**config.mk**
```make
export PLATFORM = sky130hd
export DESIGN_NAME = udp_payload_streamer
export DESIGN_NICKNAME = d
export VERILOG_FILES = /design/src/rtl/udp_payload_streamer.sv
export SDC_FILE = /design/constraint.sdc
export NUM_CORES = 1
export LEC_CHECK = 0
export BUFFER_PORTS_ARGS = -buffer_cell sky130_fd_sc_hd__buf_2
export CAP_MARGIN = 30
export CORE_MARGIN = 3
export CORE_UTILIZATION = 35
export CTS_BUF_LIST = sky130_fd_sc_hd__clkbuf_4 sky130_fd_sc_hd__clkbuf_8
export CTS_CLUSTER_SIZE = 40
export DETAILED_ROUTE_END_ITERATION = 16
export GPL_TIMING_DRIVEN = 0
export SYNTH_ARGS = -nofsm -noshare
export SYNTH_HDL_FRONTEND = slang
export SYNTH_SLANG_ARGS = --single-unit
```
**constraint.sdc**
```tcl
create_clock -name clk -period 2.2 [get_ports clk]
set_input_delay 0.22 -clock clk [delete_from_list [all_inputs] [get_ports clk]]
set_output_delay 0.22 -clock clk [all_outputs]
set_load 0.005 [all_outputs]
```
**src/rtl/udp_payload_streamer.sv**
```systemverilog
`default_nettype none
// ============================================================================
// Module   : udp_payload_streamer
// Purpose  : Byte-stream payload source. The host loads a payload buffer;
//            on an accepted start one frame of len bytes is streamed out
//            over valid/ready, optionally prefixed by a 16-bit big-endian
//            sequence number. out_last flags the final beat and done pulses
//            for one cycle once that beat has transferred.
// Ports    : clk, rst           - clock, asynchronous active-high reset
//            wr_en/addr/data    - payload buffer write port (idle only)
//            start, len         - frame request and payload length
//            out_data/valid/last, out_ready - output byte stream
//            busy, done         - frame in progress / frame finished pulse
//            seq_num            - sequence number of next/current frame
// Revision : 1.0 - initial release
// ============================================================================
module udp_payload_streamer #(
    parameter int DEPTH  = 64,
    parameter int AW     = $clog2(DEPTH),
    parameter int LW     = $clog2(DEPTH) + 1,
    parameter int SEQ_EN = 1
) (
    input  logic          clk,
    input  logic          rst,
    input  logic          wr_en,
    input  logic [AW-1:0] wr_addr,
    input  logic [7:0]    wr_data,
    input  logic          start,
    input  logic [LW-1:0] len,
    output logic [7:0]    out_data,
    output logic          out_valid,
    output logic          out_last,
    input  logic          out_ready,
    output logic          busy,
    output logic          done,
    output logic [15:0]   seq_num
);

    typedef enum logic [2:0] {
        S_IDLE   = 3'd0,
        S_SEQ_HI = 3'd1,
        S_SEQ_LO = 3'd2,
        S_DATA   = 3'd3,
        S_DONE   = 3'd4
    } state_t;

    localparam logic [LW-1:0] c_max_len     = LW'(DEPTH);
    localparam state_t        c_first_state = (SEQ_EN != 0) ? S_SEQ_HI : S_DATA;

    state_t        state_q, state_d;
    logic [AW-1:0] rd_ptr_q, rd_ptr_d;
    logic [LW-1:0] len_q, len_d;
    logic [15:0]   seq_q, seq_d;
    logic [7:0]    mem_q [DEPTH];

    logic          w_start_acc;
    logic          w_wr_ok;
    logic          w_hs;
    logic          w_last_beat;
    logic [LW-1:0] w_len_clamped;

    // DONE is not busy, so a new frame may be accepted there.
    assign w_start_acc   = start && (len != '0) &&
                           ((state_q == S_IDLE) || (state_q == S_DONE));
    // Writes are blocked in the accept cycle so the frame payload is frozen.
    assign w_wr_ok       = wr_en && !busy && !w_start_acc;
    assign w_hs          = out_valid && out_ready;
    assign w_last_beat   = (LW'(rd_ptr_q) == (len_q - LW'(1)));
    assign w_len_clamped = (len > c_max_len) ? c_max_len : len;
    assign seq_num       = seq_q;

    // Payload buffer: no reset, contents undefined until written.
    always_ff @(posedge clk) begin
        if (w_wr_ok) begin
            mem_q[wr_addr] <= wr_data;
        end
    end

    always_ff @(posedge clk or posedge rst) begin
        if (rst) begin
            state_q  <= S_IDLE;
            rd_ptr_q <= '0;
            len_q    <= '0;
            seq_q    <= '0;
        end else begin
            state_q  <= state_d;
            rd_ptr_q <= rd_ptr_d;
            len_q    <= len_d;
            seq_q    <= seq_d;
        end
    end

    always_comb begin
        state_d  = state_q;
        rd_ptr_d = rd_ptr_q;
        len_d    = len_q;
        seq_d    = seq_q;
        case (state_q)
            S_IDLE, S_DONE: begin
                // The counter advances on leaving DONE, so a frame started
                // straight from DONE already carries the new number.
                if (state_q == S_DONE) begin
                    seq_d = seq_q + 16'd1;
                end
                if (w_start_acc) begin
                    len_d    = w_len_clamped;
                    rd_ptr_d = '0;
                    state_d  = c_first_state;
                end else begin
                    state_d = S_IDLE;
                end
            end
            S_SEQ_HI: begin
                if (w_hs) begin
                    state_d = S_SEQ_LO;
                end
            end
            S_SEQ_LO: begin
                if (w_hs) begin
                    state_d = S_DATA;
                end
            end
            S_DATA: begin
                if (w_hs) begin
                    if (w_last_beat) begin
                        state_d = S_DONE;
                    end else begin
                        rd_ptr_d = rd_ptr_q + AW'(1);
                    end
                end
            end
            default: begin
                state_d = S_IDLE;
            end
        endcase
    end

    // Outputs decode registered state only; out_ready never reaches out_data.
    always_comb begin
        out_valid = 1'b0;
        out_data  = 8'h00;
        out_last  = 1'b0;
        busy      = 1'b0;
        done      = 1'b0;
        case (state_q)
            S_SEQ_HI: begin
                out_valid = 1'b1;
                busy      = 1'b1;
                out_data  = seq_q[15:8];
            end
            S_SEQ_LO: begin
                out_valid = 1'b1;
                busy      = 1'b1;
                out_data  = seq_q[7:0];
            end
            S_DATA: begin
                out_valid = 1'b1;
                busy      = 1'b1;
                out_data  = mem_q[rd_ptr_q];
                out_last  = w_last_beat;
            end
            S_DONE: begin
                done = 1'b1;
            end
            default: begin
            end
        endcase
    end

endmodule
`default_nettype wire

```
Yosys cells after proc, flatten, opt, wreduce, memory -nomap -nowiden
Memories as Yosys holds them, arrays and structs flattened. Index checks and enable logic that the tools add are counted.

Register bits after elaboration: 32. Memory bits (writable): 512. Input port bits: 26. Output and inout port bits: 28. Memories kept: 1.

Memory list: mem_q (words 64, bits a word 8, read ports 1, clocked after Yosys merged registers in 0, write ports 1, line 54) `logic [7:0] mem_q [DEPTH];`.

$add $sub $neg: 3. $lt $le $gt $ge: 1. Equality and inequality tests: 11. Mux-type cells: 17. Reductions and logical operators: 17.

Operators by type and width (number): $pmux 8 s3 (1); $mux 6 (3); $add 16x1->16 const B (1); $mux 3 (4); $ne 2x2->1 const B (6); $pmux 3 s4 (1); $pmux 6 s2 (1); $reduce_and 4->1 (2); $eq 6x7->1 (1); $gt 7x7->1 const B (1); $mux 7 (1); $reduce_bool 7->1 (1); $sub 7x1->7 const B (1); $add 6x1->6 const B (1); $eq 3x2->1 const B (2); $mux 1 (6); $logic_and 1x1->1 (5); $reduce_and 2->1 (2); $eq 3x1->1 const B (1); $eq 3x3->1 const B (1); $logic_not 3->1 (1); $reduce_or 3->1 (1); $logic_not 1->1 (2); $reduce_bool 2->1 (1); other kinds (2) (2).

Longest topological paths before layout
Gate-level depths: netlist of run 1.

Word-level depth: 8. Depth in mapped cells: 10.

Worst setup path before layout of run 1
No wires, ideal clock.

Path type: register to register. Start point: reg len_q[0]. End point: reg rd_ptr_q[1]. Library setup time: 0.124 ns. Data arrival time: 2.201 ns. Required time: 2.076 ns. Path slack: -0.125 ns. Cell stages (with the launch flop): 11. Path buffers: 2. Clock period less this slack: 2.325 ns. Cell sequence: dfrtp_1 -> inv_1 -> ha_1 -> buf_2 -> o21ba_1 -> a221oi_1 -> a41oi_1 -> a2111oi_4 -> buf_2 -> nor3_1 -> a211o_1.

Cells in the longest elaborated chain, start to end: 4.

RTL lines: start: declaration (line 52) `logic [LW-1:0] len_q, len_d;`; start signal: assignment (line 88) `len_q <= len_d;`; $sub 7x1->7 (line 68) `assign w_last_beat = (LW'(rd_ptr_q) == (len_q - LW'(1)));`; $eq 6x7->1 (line 68); $ne 2x2->1 (no source line); $reduce_and 4->1 (no source line); end signal: assignment (line 87) `rd_ptr_q <= rd_ptr_d;`; end: declaration (line 51) `logic [AW-1:0] rd_ptr_q, rd_ptr_d;`.

No other way between the ends. A chain may end at the register's enable or synchronous reset.

Final worst setup path of run 1
Start point: reg rd_ptr_q[0]. End point: out out_data[6].

Cells in the longest elaborated chain, start to end: 2.

RTL lines: $mem_v2 64x8; $pmux 8 s3 (line 145) `case (state_q)`; end: declaration (line 30) `output logic [7:0] out_data,`.

No other way between the ends.

==> results.md, run 1 <==
- Antenna violations before repair: 4
- Number of routed nets with antenna violations: 0
- GR Overflow Total: 0
- Max Cap Viol: 0
- HP Class: in -> reg
- Unrepaired setup endpoints after global routing: yes
- Clock network fraction of total power: 27.0%
- Die H: 256 um
- Routed len/inst: 25.1 um
- Fin crit share: 157%
- Worst-path cell chain: buf_6 > buf_12 > buf_12 > mux4_2 > mux4_2 > mux2i_4 > o211ai_1 > o31a_1 > buf_2
- Routability cong.: 0.822
- Top delay family on crit path: multiplexers
- Core Util, Final: 44.1%
- Vias: 11900
- GR Util All Layers: 17.1%
- Slew Limit Fails: 0
- Minimum clock period: 3.46 ns
- Failing checks: negative setup slack
- Ys async rst share: 5.88%
- Fin nets: 1377
- # DRC: 0
- Die ar.: 65600 um^2
- Core region area: 61800 um^2
- Seq cells post-synth: 544
- Worst-Skew Late Latency: 0.68 ns
- CTS buffer count: 84
- PortBufs: 47
- Setup violators final: 9
- Initial DRC count: 1219
- Sequential share of power: 38.7%
- Synthesis warning total: 0
- CTS tree: yes
- Crit path max fanout: 8
- Rows: 91
- Net Count, Synth: 1149
- Die X: 256 um
- Largest net degree at the start of global routing: 56
- Final HPWL DP: 35500 um
- Clk root buf: clkbuf_8
- Starting Density: 35.4%
- Final Hold Fails: 0
- R2R setup slack: 0 ns
- CTS sink cnt: 544
- Setup ws final: -1.26 ns
- Vias in the first global route: 12100
- Worst setup EP type: output pin
- Slew @ Worst Pin: 0.971 ns
- Layout cell share with drive strength beyond 1: 41.7%
- Deepest clock path buffer count: 3
- Yosys cell types: 56
- Setup crit start kind: flop
- Critical Path Max Stage Delay: 0.55 ns
- First-pass GRT wire length: 82300 um
- Critical path's slowest cell: mux4_2
- Total Power: 30.0 mW
- Syn Inst Count: 1120
- Register area share after synthesis: 73.8%
- Routed WL: 56300 um
- Clk slew on worst S/H paths: 0.06 ns
- CP required: 1.98 ns
- VDD IR max: 0.495 mV
- H-tree depth: 3
- PD cells: 1100 nW/um^2
- Max Clock Freq: 289 MHz
- Buffers plus inverters on the worst setup path: 4
- Critical path class: reg -> out
- Switching power of the nets: 9.53 mW
- Area Growth Syn to Fin: 24.3%
- Post-Syn Area: 21900 um^2
- Vias/cell: 5.31
- P_leak: 8.67 nW
- Comb pwr share: 34.3%
- Int Power: 20.5 mW
- Ports: 54
- Primary FF master, synth: edfxtp_1
- Syn Area/Cell: 19.6 um^2
- DR pass1 iterations: 5
- Relative slew slack: 35.0%
- Outcome: finished with violations
- Worst EP arrival: 3.24 ns
- Sw frac: 31.7%
- Max Clock Skew: 0.0349 ns
- Post-synth EDFFs: 512
[metrics by stage]
stage / setup WS (ns) / cell area [um^2] / instances / setup TNS, ns / hold slack [ns]
2_1_floorplan: -0.0527 / 21900 / 1120 / -13.57 / 0.319
4_1_cts: -1.30 / 26800 / 2232 / -10.82 / 0.00210
3_3_place_gp: -1.53 / 23200 / 2004 / -653.82 / 0.496
5_1_grt: -1.31 / 27200 / 2244 / -11.34 / 0.0418
3_5_place_dp: -1.56 / 23400 / 2013 / -681.27 / 0.307
6_report: -1.26 / 27200 / 2247 / -10.26 / 0.0467
[power by group through the flow]
stage | Combinational [mW] | Sequential (mW) | Clock (mW)
after global placement | 8.35 | 11.8 | 0
after detailed placement | 8.46 | 11.8 | 0
after global routing | 10.8 | 11.6 | 8.72
after floorplan | 5.55 | 11.8 | 0
final | 10.3 | 11.6 | 8.10
after CTS | 10.1 | 11.6 | 8.25
[final timing paths]
check	cells after the start	end	startpoint
setup / recovery	9	out_data[6]	rd_ptr_q[0]
hold / removal	1	mem_q[29][6]	wr_data[6]
setup reg to reg	8	rd_ptr_q[1]	len_q[3]
hold reg to reg	1	seq_num[15]	seq_num[15]
max in group asynchronous	4	state_q[0]	rst
min in group asynchronous	3	len_q[4]	rst
[layout make-up]
class                           count  area [um^2]
Fill cell                        5240        34600
Sequential cell                   544        16200
Multi-Input combinational cell    502         6310
Timing Repair Buffer              145         1530
Clock buffer                      116         1430
Tap cell                          837         1050
Buffer                             63          556
Clock inverter                     28          151
Inverter                            8         30.0
Antenna cell                        4         10.0
[cell families after synthesis]
family | Yosys count | share of synthesized area (%)
AOI/OAI and AO/OA | 98 | 3.14
xor gates and xnor gates | 22 | 0.879
adders and majority gates | 3 | 0.171
buffers and inverters | 74 | 1.70
DFF | 544 | 73.8
muxes | 162 | 15.4
and+or+nand+nor | 217 | 4.87
[per-layer routing]
layer	GRT usage, %	wire, um	part of all wire (%)	vias to the layer above
met5	0	0	0	-
met4	5.91	1280	2.3	0
met3	4.27	4450	7.9	72
met2	26.5	26600	47	516
met1	23.8	24000	43	6276
li1	-	-	-	5058
[what timing repair did]
item                                    4_1_cts  5_1_grt
pin swaps                                    42       40
endpoints found under the setup margin      530      522
hold buffers                                 15        0
resized for setup                           259       60
hold endpoints to repair                    110        0
cloned                                        3        1
buffers inserted                             59       14
[registers in the layout, indices dropped and copies added, names as in the netlist]
name / count
seq_num: 16
mem_q: 512
len_q: 7
state_q: 3
rd_ptr_q: 6
[synthesized netlist by cell type, types with 10 or more instances]
library cell | instances | share of area [%]
xor2_1 | 10 | 0.40
nor2_1 | 87 | 1.5
dfrtp_1 | 32 | 3.7
buf_2 | 24 | 0.55
o21ai_0 | 17 | 0.39
a22oi_1 | 20 | 0.69
mux2i_1 | 23 | 1.1
a211oi_1 | 10 | 0.34
mux4_2 | 130 | 13
o22ai_1 | 12 | 0.34
nor3_1 | 11 | 0.25
xnor2_1 | 12 | 0.48
clkbuf_1 | 27 | 0.46
a21oi_1 | 13 | 0.30
edfxtp_1 | 512 | 70
nor2b_1 | 15 | 0.43
nand2_1 | 34 | 0.58
nand3_1 | 16 | 0.37
[layout by cell type (no fill, tap or decap), drive strengths merged, types with 3 or more instances in the layout]
master         n
a211oi        10
a21oi         13
a22oi         20
and2           3
and3           5
buf          167
clkbuf       142
clkinv        21
dfrtp         32
diode          4
dlygate4sd3   15
edfxtp       512
ha             3
inv           13
mux2i         23
mux4         138
nand2         34
nand2b         6
nand3         16
nand3b         9
nand4          7
nand4b         4
nor2          87
nor2b         15
nor3          12
nor3b          4
nor4           5
o211ai         5
o21ai         17
o22ai         12
o31a           5
or3            5
xnor2         12
xor2          10
Power figures use the tool's default switching activity.
==> inputs of run 2 (changes only) <==
Settings changed: SKIP_LAST_GASP set to 1.
==> run 2 against run 1 <==
Net effect:
- the flow still finishes with violations (negative setup slack)
- wire length down 0.15%
- via count up 0.44%
- core utilization about the same
- critical path type unchanged
==> results.md, run 2 (synthesis results as in run 1) <==
- CTS buffer count: 84 (unchanged)
- Deepest clock path buffer count: 3 (unchanged)
- Hold slack: 0.0465 ns (-0.000205 ns)
- Number of flip-flops under the largest register name: 512 (unchanged)
- HP Class: in -> reg
- Max Cap Viol: 0 (unchanged)
- Die X: 256 um (unchanged)
- Final HPWL DP: 35500 um (unchanged)
- Fin nets: 1377 (unchanged)
- Relative slew slack: 34.2% (-0.83 points)
- Worst-Skew Late Latency: 0.68 ns (about the same)
- Register area: 16200 um^2 (unchanged)
- CP required: 1.98 ns (about the same)
- DR pass1 iterations: 6 (+1)
- Footprint of the multi-input gates: 6300 um^2 (about the same)
- CTS tree: yes
- Most used routing layer: met2
- Sequential share of power: 38.7% (about the same)
- Setup crit start kind: flop
- Int Power: 20.5 mW (about the same)
- CTS sink cnt: 544 (unchanged)
- Finished Layout Cells: 2247 (unchanged)
- Setup ws final: -1.25 ns (+0.00349 ns)
- First-pass GRT wire length: 82300 um (unchanged)
- Vias/cell: 5.33 (+0.44%)
- P_leak: 8.67 nW (about the same)
- Slew Limit Fails: 0 (unchanged)
- GR Util All Layers: 17.1% (unchanged)
- Minimum clock period: 3.45 ns (-0.00349 ns)
- Number of routed nets with antenna violations: 0 (unchanged)
- Crit path max fanout: 8 (unchanged)
- Ports: 54 (unchanged)
- Starting Density: 35.4% (unchanged)
- Fillers: 5237 (-0.057%)
- Initial DRC count: 1153 (-5.4%)
- Critical path class: reg -> out
- Sw frac: 31.7% (about the same)
- Routed len/inst: 25.0 um (-0.15%)
- Comb pwr share: 34.3% (about the same)
- Rows: 91 (unchanged)
- Clk slew on worst S/H paths: 0.06 ns (about the same)
- # placed instances: 2013 (unchanged)
- Place WS: -1.56 ns (unchanged)
- Commonest cells after routing, fill and taps aside: edfxtp_1 (512), mux4_2 (138), clkbuf_8 (90)
- Vias in the first global route: 12100 (-0.017%)
- Outcome: finished with violations
- Met2 GRT Util: 26.5% (unchanged)
- Commonest non-fill, non-tap cell in the layout: edfxtp_1
- Max Clock Freq: 290 MHz (+0.10%)
- Worst EP arrival: 3.23 ns (about the same)
- Worst setup EP type: output pin
- Die ar.: 65600 um^2 (unchanged)
- Area Growth Syn to Fin: 24.3% (about the same)
- GR Overflow Total: 0 (unchanged)
- Fin crit share: 157% (-0.16 points)
- Clk root buf: clkbuf_8
- Slew @ Worst Pin: 0.984 ns (+0.0123 ns)
- PD cells: 1100 nW/um^2 (about the same)
- Layout cell share with drive strength beyond 1: 41.6% (-0.071 points)
- Setup violators final: 9 (unchanged)
- Met3 Track Usage GR: 4.27% (unchanged)
- Core region area: 61800 um^2 (unchanged)
- Largest Register: mem_q
- Routability cong.: 0.822 (unchanged)
- Failing checks: negative setup slack
- Unrepaired setup endpoints after global routing: yes
- Switching power of the nets: 9.53 mW (about the same)
- PortBufs: 47 (unchanged)
- Antenna violations before repair: 4 (unchanged)
- Largest net degree at the start of global routing: 56 (unchanged)
- Vias: 12000 (+0.44%)
- H-tree depth: 3 (unchanged)
- Routed WL: 56200 um (-0.15%)
- # DRC: 0 (unchanged)
- Die H: 256 um (unchanged)
- Final Hold Fails: 0 (unchanged)
- GR Layer Usage met1: 23.8% (unchanged)
- Max Clock Skew: 0.0306 ns (-0.00430 ns)
- Clock network fraction of total power: 27.0% (about the same)
- VDD IR max: 0.497 mV (+0.42%)
==> run 2: power groups by stage <==
| stage | registers, mW | logic, mW | clock network, mW |
|---|---|---|---|
| floorplan | 11.8 | 5.55 | 0 |
| global placement | 11.8 | 8.35 | 0 |
| detailed placement | 11.8 | 8.46 | 0 |
| CTS | 11.6 | 10.1 | 8.25 |
| global route | 11.6 | 10.8 | 8.72 |
| finish | 11.6 | 10.3 | 8.10 |
==> run 2: metrics by stage <==
| stage | util (%) | setup TNS, ns | instance area [um^2] | power [mW] |
|---|---|---|---|---|
| after floorplan | - | -13.57 | 21900 | 17.3 |
| after global placement | 37.5 | -653.82 | 23200 | 20.2 |
| after detailed placement | 37.8 | -681.27 | 23400 | 20.3 |
| after CTS | 43.4 | -11.20 | 26800 | 29.9 |
| after global routing | 44.0 | -11.20 | 27200 | 31.2 |
| final | 44.0 | -10.26 | 27200 | 30.0 |
==> run 2: per-layer routing <==
layer  share of wire (%)  wire length (um)
met2                  47             26700
met5                   0                 0
met3                 8.0              4520
met1                  42             23700
met4                 2.3              1320
==> run 2: cell type report <==
class,count,area share [%]
diodes,4,0.0368
plain buffers,63,2.04
clock buffers,116,5.24
clock inverters,28,0.556
inverters,8,0.110
multi-input cells,502,23.2
flip-flops and latches,544,59.4
well taps,837,3.85
repair buffers,145,5.59
==> run 2: worst max-delay path, stage by stage (launching register included) <==
cell	delay, ns
dfrtp_1	0.36
buf_6	0.14
buf_12	0.16
buf_6	0.16
mux4_2	0.55
mux4_2	0.55
mux2i_4	0.22
o211ai_1	0.12
o31a_1	0.14
buf_2	0.14
==> run 2: timing repair <==
item                                    in CTS  in global routing
buffers inserted                            59                 14
cloned                                       3                  1
hold buffers                                15                  0
endpoints found under the setup margin     530                529
pin swaps                                   41                 41
resized for setup                          256                 60
hold endpoints to repair                   110                  0
==> run 2: worst paths after layout <==
kind,depth (start not counted),slack (ns),end,from
worst min-delay path,1,0.05,mem_q[29][6],wr_data[6]
worst max register to register,8,0,rd_ptr_q[1],len_q[3]
min in group asynchronous,3,0.16,len_q[4],rst
worst max-delay path,9,-1.25,out_data[0],rd_ptr_q[0]
max in group asynchronous,4,1.52,state_q[0],rst
worst min register to register,1,0.52,seq_num[15],seq_num[15]
==> inputs of run 3 (changes only) <==
--- a/config.mk
+++ b/config.mk
@@ -16,2 +16,3 @@
 export SKIP_LAST_GASP = 1
+export SLEW_MARGIN = 30
 export SYNTH_ARGS = -nofsm -noshare
--- a/constraint.sdc
+++ b/constraint.sdc
@@ -3,2 +3,2 @@
 set_output_delay 0.22 -clock clk [all_outputs]
-set_load 0.005 [all_outputs]
+set_load 0.05 [all_outputs]
==> run 3 against run 2 <==
Net effect:
- the run still ends with negative setup slack left
- wire length is 0.31% lower
- cell count is 0.18% higher
- setup slack worse by 0.029 ns
- via count is 0.38% lower
- critical path type unchanged
- first-iteration DRC count is 4.4% higher
- flip-flop and latch count stayed put
- core utilization is 0.061 points higher
- register-to-register slack worse by 0.13 ns
- sequential power hardly changed
==> results.md, run 3 (synthesis results as in run 1) <==
- Die H: 256 um (unchanged)
- First-pass GRT wire length: 82500 um (+0.23%)
- VDD IR max: 0.492 mV (-1.0%)
- Largest net degree at the start of global routing: 65 (+16%)
- R2R setup slack: -0.13 ns (-0.13 ns)
- Hold endpoint: mem_q[42][4]
- Initial DRC count: 1204 (+4.4%)
- H-tree depth: 3 (unchanged)
- Reg2Reg Depth: 10 (+2)
- Place WS: -1.96 ns (-0.403 ns)
- Vias in the first global route: 12100 (+0.058%)
- Slew @ Worst Pin: 0.970 ns (-0.0138 ns)
- Core region area: 61800 um^2 (unchanged)
- Outcome: finished with violations
- Starting Density: 35.4% (unchanged)
- GR Util All Layers: 17.1% (about the same)
- Core Util, Final: 44.1% (+0.061 points)
- CP required: 1.98 ns (about the same)
- Setup violators final: 248 (+239)
- Rows: 91 (unchanged)
- Final HPWL DP: 34300 um (-3.2%)
- Unrepaired setup endpoints after global routing: yes
- CTS tree: yes
- Clk root buf: clkbuf_8
- PD cells: 1150 nW/um^2 (+4.2%)
- Routability cong.: 0.823 (about the same)
- Vias/cell: 5.30 (-0.56%)
- Setup ws final: -1.28 ns (-0.0292 ns)
- Commonest cells after routing, fill and taps aside: edfxtp_1 (512), mux4_2 (138), clkbuf_8 (91)
- Final instance area: 27300 um^2 (+0.14%)
- Slew Limit Fails: 0 (unchanged)
- Area Growth Syn to Fin: 24.4%
- CTS buffer count: 86 (+2.4%)
- Layout cell share with drive strength beyond 1: 41.4% (-0.22 points)
- GR Overflow Total: 0 (unchanged)
- Clk slew on worst S/H paths: 0.06 ns (about the same)
- Fin nets: 1376 (-0.073%)
- Int Power: 21.2 mW (+3.5%)
- P_leak: 8.70 nW (+0.35%)
- Relative slew slack: 35.3% (+1.1 points)
- Number of routed nets with antenna violations: 0 (unchanged)
- Crit path max fanout: 5 (-3)
- Hold Crit Depth: 1 (unchanged)
- Sw frac: 32.3% (+0.51 points)
- Commonest non-fill, non-tap cell in the layout: edfxtp_1
- Final Hold Fails: 0 (unchanged)
- Max Cap Viol: 0 (unchanged)
- Die ar.: 65600 um^2 (unchanged)
- Routed len/inst: 24.9 um (-0.48%)
- Worst-Skew Late Latency: 0.66 ns (-0.02 ns)
- Total Power: 31.3 mW (+4.3%)
- HP Class: in -> reg
- Clock network fraction of total power: 27.4% (+0.4 points)
- Footprint of the multi-input gates: 6220 um^2 (-1.3%)
- Number of flip-flops under the largest register name: 512 (unchanged)
- Max Clock Skew: 0.0354 ns (+0.00488 ns)
- Register area: 16200 um^2 (unchanged)
- Placed Area: 23400 um^2 (about the same)
- Max Clock Freq: 287 MHz (-0.84%)
- Routed WL: 56000 um (-0.31%)
- Minimum clock period: 3.48 ns (+0.0292 ns)
- Vias: 11900 (-0.38%)
- CTS sink cnt: 544 (unchanged)
- Fin crit share: 158% (+1.3 points)
- Sequential share of power: 37.1% (-1.6 points)
- Antenna violations before repair: 4 (unchanged)
- Critical path class: reg -> out
- Hold slack: 0.121 ns (+0.0740 ns)
- Die X: 256 um (unchanged)
- Largest Register: mem_q
- Switching power of the nets: 10.1 mW (+6.0%)
- Hold Startpoint: wr_data[4]
- PortBufs: 47 (unchanged)
- Critical R2R Capture: rd_ptr_q[0]
- DR pass1 iterations: 5 (-1)
- Worst setup EP type: output pin
- Worst EP arrival: 3.26 ns (+0.03 ns)
- Fillers: 5200 (-0.71%)
- Ports: 54 (unchanged)
- Deepest clock path buffer count: 3 (unchanged)
- Setup crit start kind: flop
- Failing checks: negative setup slack
- Comb pwr share: 35.5% (+1.2 points)
- FF-to-FF Start: len_q[1]
- # DRC: 0 (unchanged)
==> run 3: cell types whose count changed in the layout (fill, tap and decap cells not counted), moves of 5 or more <==
cell and delta:
buf_2 -15, buf_6 +11, buf_4 +9, o31a_1 -5, o31a_2 +5
==> run 3: critical path, stage by stage (launching register included) <==
cell and delay, ns:
dfrtp_1 0.36, buf_6 0.17, buf_12 0.17, buf_6 0.14
mux4_2 0.55, mux4_2 0.55, mux2i_4 0.20, o211ai_1 0.12
o31a_2 0.17, buf_8 0.17
==> run 3: power by group through the flow <==
| stage | sequential, mW | combinational [mW] | clock [mW] |
|---|---|---|---|
| 5_1_grt | 11.6 | 11.6 | 9.30 |
| 3_3_place_gp | 11.8 | 9.43 | 0 |
| 6_report | 11.6 | 11.1 | 8.59 |
| 3_5_place_dp | 11.8 | 9.51 | 0 |
| 4_1_cts | 11.6 | 11.0 | 8.79 |
| 2_1_floorplan | 11.8 | 6.66 | 0 |
==> run 3: area by class of cell <==
class,count,share of cell area (%)
Clock inverter,30,0.877
Timing Repair Buffer,142,5.59
Buffer,63,1.97
Clock buffer,122,5.42
Multi-Input combinational cell,502,22.8
Sequential cell,544,59.3
Antenna cell,3,0.0275
Tap cell,837,3.84
Inverter,8,0.110
==> run 3: worst max path at each step <==
stage / from / to / depth (start not counted)
finish: rd_ptr_q[0] / out_data[6] / 9
global route: rd_ptr_q[0] / out_data[6] / 9
CTS: rd_ptr_q[0] / out_data[3] / 9
detailed placement: len[3] / mem_q[13][3] / 7
global placement: len[3] / mem_q[21][0] / 7
floorplan: state_q[0] / seq_num[14] / 7
==> run 3: timing repair <==
action | in CTS | in global routing
endpoints found under the setup margin | 533 | 443
gates cloned | 3 | 0
pin swaps | 54 | 14
gates resized for setup | 233 | 25
buffers inserted | 70 | 10
hold buffers | 11 | 0
endpoints found under the hold margin | 43 | 0
==> run 3: layer usage <==
layer	GRT usage [%]	share of wire, %
met1	23.3	41
met2	27.4	48
met4	5.91	2.6
met3	3.85	8.1
met5	0	0.023
==> run 3: stage by stage <==
step | TNS [ns] | std cells
after CTS | -25.18 | 2239
final | -23.69 | 2251
after floorplan | -79.45 | 1120
after global routing | -36.72 | 2249
after global placement | -832.54 | 2004
after detailed placement | -859.87 | 2005
